**src/rtl/ftdi_cmd_proc.sv**
```systemverilog
// Byte-stream command processor: 'W' addr data writes a register, 'R' addr reads one back.
// Responses: 'A' ack, 'D' + data for reads, 'E' for a bad opcode.
`timescale 1ns/1ps
module ftdi_cmd_proc #(
    parameter int unsigned TIMEOUT_CYCLES = 65535,
    parameter logic [7:0]  VERSION        = 8'hA5
) (
    input  logic         clk,
    input  logic         rst_n,
    input  logic [7:0]   rx_tdata,
    input  logic         rx_tvalid,
    output logic         rx_tready,
    output logic [7:0]   tx_tdata,
    output logic         tx_tvalid,
    input  logic         tx_tready,
    output logic [119:0] regs_o,
    output logic [15:0]  cmd_count,
    output logic [7:0]   err_count
);

    localparam int unsigned TW = $clog2(TIMEOUT_CYCLES + 1);

    localparam logic [7:0] OpWrite = 8'h57;
    localparam logic [7:0] OpRead  = 8'h52;
    localparam logic [7:0] RspAck  = 8'h41;
    localparam logic [7:0] RspData = 8'h44;
    localparam logic [7:0] RspErr  = 8'h45;

    typedef enum logic [2:0] {
        StIdle,
        StGetAddr,
        StGetData,
        StResp0,
        StResp1
    } state_e;

    state_e          state_q, state_d;
    logic            rdy_en_q;
    logic            is_read_q, is_read_d;
    logic            is_err_q, is_err_d;
    logic [3:0]      addr_q, addr_d;
    logic [7:0]      rdata_q, rdata_d;
    logic [7:0]      tx_data_q, tx_data_d;
    logic [15:0]     cmd_q, cmd_d;
    logic [7:0]      err_q, err_d;
    logic [TW-1:0]   timer_q, timer_d;
    logic [7:0]      regs_q [15];

    logic            rx_acc, tx_acc, in_get, timeout_hit, err_inc, wr_en;
    logic [7:0]      rd_sel;

    assign in_get      = (state_q == StGetAddr) || (state_q == StGetData);
    // rx_tready stays low until the first edge after reset release
    assign rx_tready   = rdy_en_q && (in_get || (state_q == StIdle));
    assign tx_tvalid   = (state_q == StResp0) || (state_q == StResp1);
    assign tx_tdata    = tx_data_q;
    assign cmd_count   = cmd_q;
    assign err_count   = err_q;
    assign rx_acc      = rx_tvalid && rx_tready;
    assign tx_acc      = tx_tvalid && tx_tready;
    assign timeout_hit = (timer_q == TW'(TIMEOUT_CYCLES - 1));

    // Read mux indexed by the address byte itself so read data is captured on the same edge
    always_comb begin
        rd_sel = VERSION;
        for (int k = 0; k < 15; k++) begin
            if (rx_tdata[3:0] == 4'(k)) rd_sel = regs_q[k];
        end
    end

    always_comb begin
        regs_o = '0;
        for (int k = 0; k < 15; k++) regs_o[8*k +: 8] = regs_q[k];
    end

    always_comb begin
        state_d   = state_q;
        is_read_d = is_read_q;
        is_err_d  = is_err_q;
        addr_d    = addr_q;
        rdata_d   = rdata_q;
        tx_data_d = tx_data_q;
        cmd_d     = cmd_q;
        err_inc   = 1'b0;
        wr_en     = 1'b0;

        unique case (state_q)
            StIdle: begin
                if (rx_acc) begin
                    if (rx_tdata == OpWrite || rx_tdata == OpRead) begin
                        is_read_d = (rx_tdata == OpRead);
                        is_err_d  = 1'b0;
                        state_d   = StGetAddr;
                    end else begin
                        is_err_d  = 1'b1;
                        tx_data_d = RspErr;
                        err_inc   = 1'b1;
                        state_d   = StResp0;
                    end
                end
            end
            StGetAddr: begin
                if (rx_acc) begin
                    addr_d = rx_tdata[3:0];
                    if (is_read_q) begin
                        rdata_d   = rd_sel;
                        tx_data_d = RspData;
                        state_d   = StResp0;
                    end else begin
                        state_d = StGetData;
                    end
                end else if (timeout_hit) begin
                    err_inc = 1'b1;
                    state_d = StIdle;
                end
            end
            StGetData: begin
                if (rx_acc) begin
                    wr_en     = (addr_q != 4'hF);
                    tx_data_d = RspAck;
                    state_d   = StResp0;
                end else if (timeout_hit) begin
                    err_inc = 1'b1;
                    state_d = StIdle;
                end
            end
            StResp0: begin
                if (tx_acc) begin
                    if (is_read_q && !is_err_q) begin
                        tx_data_d = rdata_q;
                        state_d   = StResp1;
                    end else begin
                        if (!is_err_q) cmd_d = cmd_q + 16'd1;
                        state_d = StIdle;
                    end
                end
            end
            StResp1: begin
                if (tx_acc) begin
                    cmd_d   = cmd_q + 16'd1;
                    state_d = StIdle;
                end
            end
            default: state_d = StIdle;
        endcase

        err_d = (err_inc && err_q != 8'hFF) ? err_q + 8'd1 : err_q;

        if (in_get && !rx_acc && !timeout_hit) timer_d = timer_q + TW'(1);
        else                                   timer_d = '0;
    end

    always_ff @(posedge clk or negedge rst_n) begin
        if (!rst_n) begin
            state_q   <= StIdle;
            rdy_en_q  <= 1'b0;
            is_read_q <= 1'b0;
            is_err_q  <= 1'b0;
            addr_q    <= '0;
            rdata_q   <= '0;
            tx_data_q <= '0;
            cmd_q     <= '0;
            err_q     <= '0;
            timer_q   <= '0;
            for (int k = 0; k < 15; k++) regs_q[k] <= '0;
        end else begin
            state_q   <= state_d;
            rdy_en_q  <= 1'b1;
            is_read_q <= is_read_d;
            is_err_q  <= is_err_d;
            addr_q    <= addr_d;
            rdata_q   <= rdata_d;
            tx_data_q <= tx_data_d;
            cmd_q     <= cmd_d;
            err_q     <= err_d;
            timer_q   <= timer_d;
            for (int k = 0; k < 15; k++) begin
                if (wr_en && addr_q == 4'(k)) regs_q[k] <= rx_tdata;
            end
        end
    end

endmodule
```
**config.mk**
```make
export PLATFORM = sky130hd
export DESIGN_NAME = ftdi_cmd_proc
export DESIGN_NICKNAME = d
export VERILOG_FILES = /design/src/rtl/ftdi_cmd_proc.sv
export SDC_FILE = /design/constraint.sdc
export NUM_CORES = 1
export LEC_CHECK = 0
export ABC_CLOCK_PERIOD_IN_PS = 2200
export BUFFER_PORTS_ARGS = -buffer_cell sky130_fd_sc_hd__buf_4
export CAP_MARGIN = 20
export CORE_MARGIN = 10
export CORE_UTILIZATION = 45
export DETAILED_ROUTE_END_ITERATION = 7
export GPL_ROUTABILITY_DRIVEN = 0
export PLACE_DENSITY = 0.67
export RECOVER_POWER = 50
export SYNTH_ARGS = -nofsm -noshare
export SYNTH_HDL_FRONTEND = slang
export SYNTH_SLANG_ARGS = --single-unit
```
**constraint.sdc**
```tcl
create_clock -name clk -period 2.2 [get_ports clk]
set_input_delay 0.11 -clock clk [delete_from_list [all_inputs] [get_ports clk]]
set_output_delay 0.11 -clock clk [all_outputs]
set_load 0.1 [all_outputs]
```
==> metrics.md <==
| Metric | Value |
|---|---|
| Status | `completed` |
| Drt wl/cell | `21.6 um` |
| Commonest non-fill, non-tap cell in the layout | `dfrtp_1` |
| Crit path largest cell delay | `0.45 ns` |
| CP delay by family, top | `simple AND/OR/NAND/NOR gates` |
| Seq/Total Area, Yosys | `51.0%` |
| DRC Markers | `0` |
| Worst clock skew | `approximately 0.011 ns` |
| Synthesized cell area | `slightly above 9000 um^2` |
| Routed WL | `27100 um` |
| Fin crit share | `92.2%` |
| Drt initial violations | `485` |
| # nets final | `just under 1000` |
| Die Wd | `162 um` |
| RSZ-0062 raised after global routing | `no` |
| Die height | `162 um` |
| Worst setup EP type | `register` |
| Critical-path maximum fanout | `8` |
| Max-Cap Viols | `0` |
| Final antenna-violating net count | `0` |
| Most frequent cells in the layout | `185 x dfrtp_1, 134 x buf_4, 116 x mux2_2` |
| Row count | `52` |
| CP Data Required Time | `2.52 ns` |
| HPWL after DPL | `20000 um` |
| Sequence of cells on the critical path | `and3b_1 > buf_4 > nand2_1 > nor2_1 > o21ai_2 > mux2_4` |
| CTS H-tree lvls | `4` |
| Longest Clk Path Bufs | `2` |
| Layout cells sized above 1 | `roughly a third` |
| Global route hottest layer | `met2` |
| Worst Path Buf+Inv | `1` |
| Setup Viol. Count Final | `0` |
| Main flop type after synthesis | `dfrtp_1` |
| IO Port Bufs | `165` |
| Final slew viol count | `0` |
| Slowest-stage cell, CP | `nor2_1` |
| IO Pins | `166` |
| Initial antenna violation count | `0` |
| Register bit total from synthesis | `186` |
| EDFF count, synth | `0` |
| Met2 Usage GRT | `a little under a third` |
| CP Launch Type | `register` |
| Root Driver | `clkbuf_16` |
| Final hold vios | `0` |
| Starting Density | `45.4%` |
| Met1 usage | `28.7%` |
| CTS tree | `yes` |
| Clk sinks | `186` |
| Final instance area | `11200 um^2` |
| Setup CP Type | `reg -> reg` |
| Data arrival, critical path | `2.35 ns` |
| TNS Setup | `0 ns` |
| Via density | `5.64` |
| Postcts setup bufs | `0` |
| R2r setup slk | `0.17 ns` |
| Clock Latency Late Sink | `0.44 ns` |
| Grt total ovfl | `0` |
| Worst-path clk slew | `0.07 ns` |
| Die area | `26400 um^2` |
| First-pass DRT Iterations | `6` |
| Core box area | `20100 um^2` |
| First-pass GRT wire length | `between 40000 and 50000 um` |
| Finished Layout Cells | `1257` |
| Largest net degree at the start of global routing | `just over 60` |
| Met3 Resource Use GR | `5.06%` |
| Area growth from synthesis to layout | `22.5%` |
| Min Tclk post-route | `2.03 ns` |
| All-Layer GR Usage | `20.6%` |
| Cts bufs inserted | `17` |
| Syn Nets | `804` |
| Cell count after synthesis | `788` |
| Yosys cell types | `74` |
| Worst slew margin | `18.1%` |
| Worst slew pin tran | `about 1.2 ns` |
| Vias | `7095` |
| N_diodes | `0` |
| Placed instance count | `1222` |
| Fillers | `1802` |
| HP Class | `in -> reg` |
| Syn. warnings | `0` |
| Setup WS pre-CTS | `0.0955 ns` |
| Placed cell areas | `10900 um^2` |
| Mean Syn Cell Area | `11.6 um^2` |
| Final WS setup | `0.171 ns` |
| Ys async rst share | `100%` |
| Max frequency | `0.493 GHz` |
| Vias in the first global route | `between 7000 and 8000` |
[cell families after synthesis]
logic type / Yosys count / share of synthesized area (%)
AND/OR/NAND/NOR: 219 / 13.1
flip-flops: 186 / 51.0
multiplexers: 144 / 18.3
AO/OA/AOI/OAI: 129 / 10.0
buffers and inverters: 68 / 3.39
XOR/XNOR: 37 / 3.55
adder cells (fa/ha/maj): 4 / 0.549
other: 1 / 0.0411
[flip-flops by register name, summed over array words and instances (netlist names)]
name       cells
cmd_count     16
timer_q       16
rdata_q        8
addr_q         4
regs_o       120
rdy_en_q       1
tx_tdata       8
err_count      8
state_q        3
is_err_q       1
is_read_q      1
[worst paths after layout]
path                                           start                        end  depth (start not counted)
min reg2reg                cmd_count[15]$_DFFE_PN0P_  cmd_count[15]$_DFFE_PN0P_                          1
max                           state_q[2]$_DFFE_PN0P_   err_count[1]$_DFFE_PN0P_                          6
min                                      rx_tdata[1]     regs_o[49]$_DFFE_PN0P_                          2
max in group asynchronous                      rst_n     state_q[0]$_DFFE_PN0P_                          3
min in group asynchronous                      rst_n     regs_o[11]$_DFFE_PN0P_                          2
max reg2reg                   state_q[2]$_DFFE_PN0P_   err_count[1]$_DFFE_PN0P_                          6
[final cells by class]
cell class	instances	area, um^2	area share [%]
sequential	186	4660	41.7
multi-input combinational	534	4170	37.3
timing repair buffer	218	1370	12.2
clock buffer	17	425	3.81
tap	270	338	3.02
clock inverter	15	154	1.38
inverter	17	63.8	0.571
[stage by stage]
stage	utilization (%)	hold WS [ns]
after floorplan	-	-0.186
after global placement	54.1	0.0657
after detailed placement	54.1	0.0703
after CTS	57.1	0.0584
after global routing	55.6	0.0719
final	55.6	0.0801
[synth_stat cells (5+ instances only)]
master | number | area [um^2]
dfrtp_1 | 186 | 4650
mux2_2 | 116 | 1310
nand2_1 | 55 | 206
nor2_1 | 48 | 180
o21ai_0 | 35 | 175
clkbuf_1 | 27 | 101
xnor2_1 | 23 | 201
mux2i_1 | 21 | 210
a21oi_1 | 19 | 95.1
buf_2 | 19 | 95.1
nand3_1 | 17 | 85.1
inv_1 | 15 | 56.3
xor2_1 | 14 | 123
nand2b_1 | 12 | 75.1
nand4_1 | 12 | 75.1
nor2b_1 | 11 | 68.8
nor3_1 | 11 | 55.1
and3_1 | 9 | 56.3
and2_1 | 7 | 43.8
a221oi_1 | 6 | 52.6
mux4_2 | 6 | 135
o2111ai_1 | 6 | 52.6
o22ai_1 | 6 | 37.5
a211oi_1 | 5 | 37.5
a21o_1 | 5 | 37.5
a221o_1 | 5 | 50.1
[what timing repair did]
item                                   4_1_cts  5_1_grt
hold buffers                                 3        0
gates resized for setup                      0        3
endpoints found under the hold margin       94        0
setup endpoints to repair                    0        9
[routing by layer]
metal | wire length [um] | part of all wire (%) | up-vias
li1 | - | - | 3216
met2 | 12600 | 46 | 248
met4 | 533 | 2.0 | 0
met5 | 0 | 0 | -
met3 | 1720 | 6.3 | 32
met1 | 12200 | 45 | 3599
Power is left out: the tool's default activity adds up to more than one toggle a clock period on the data nets, which glitch-free logic cannot reach.
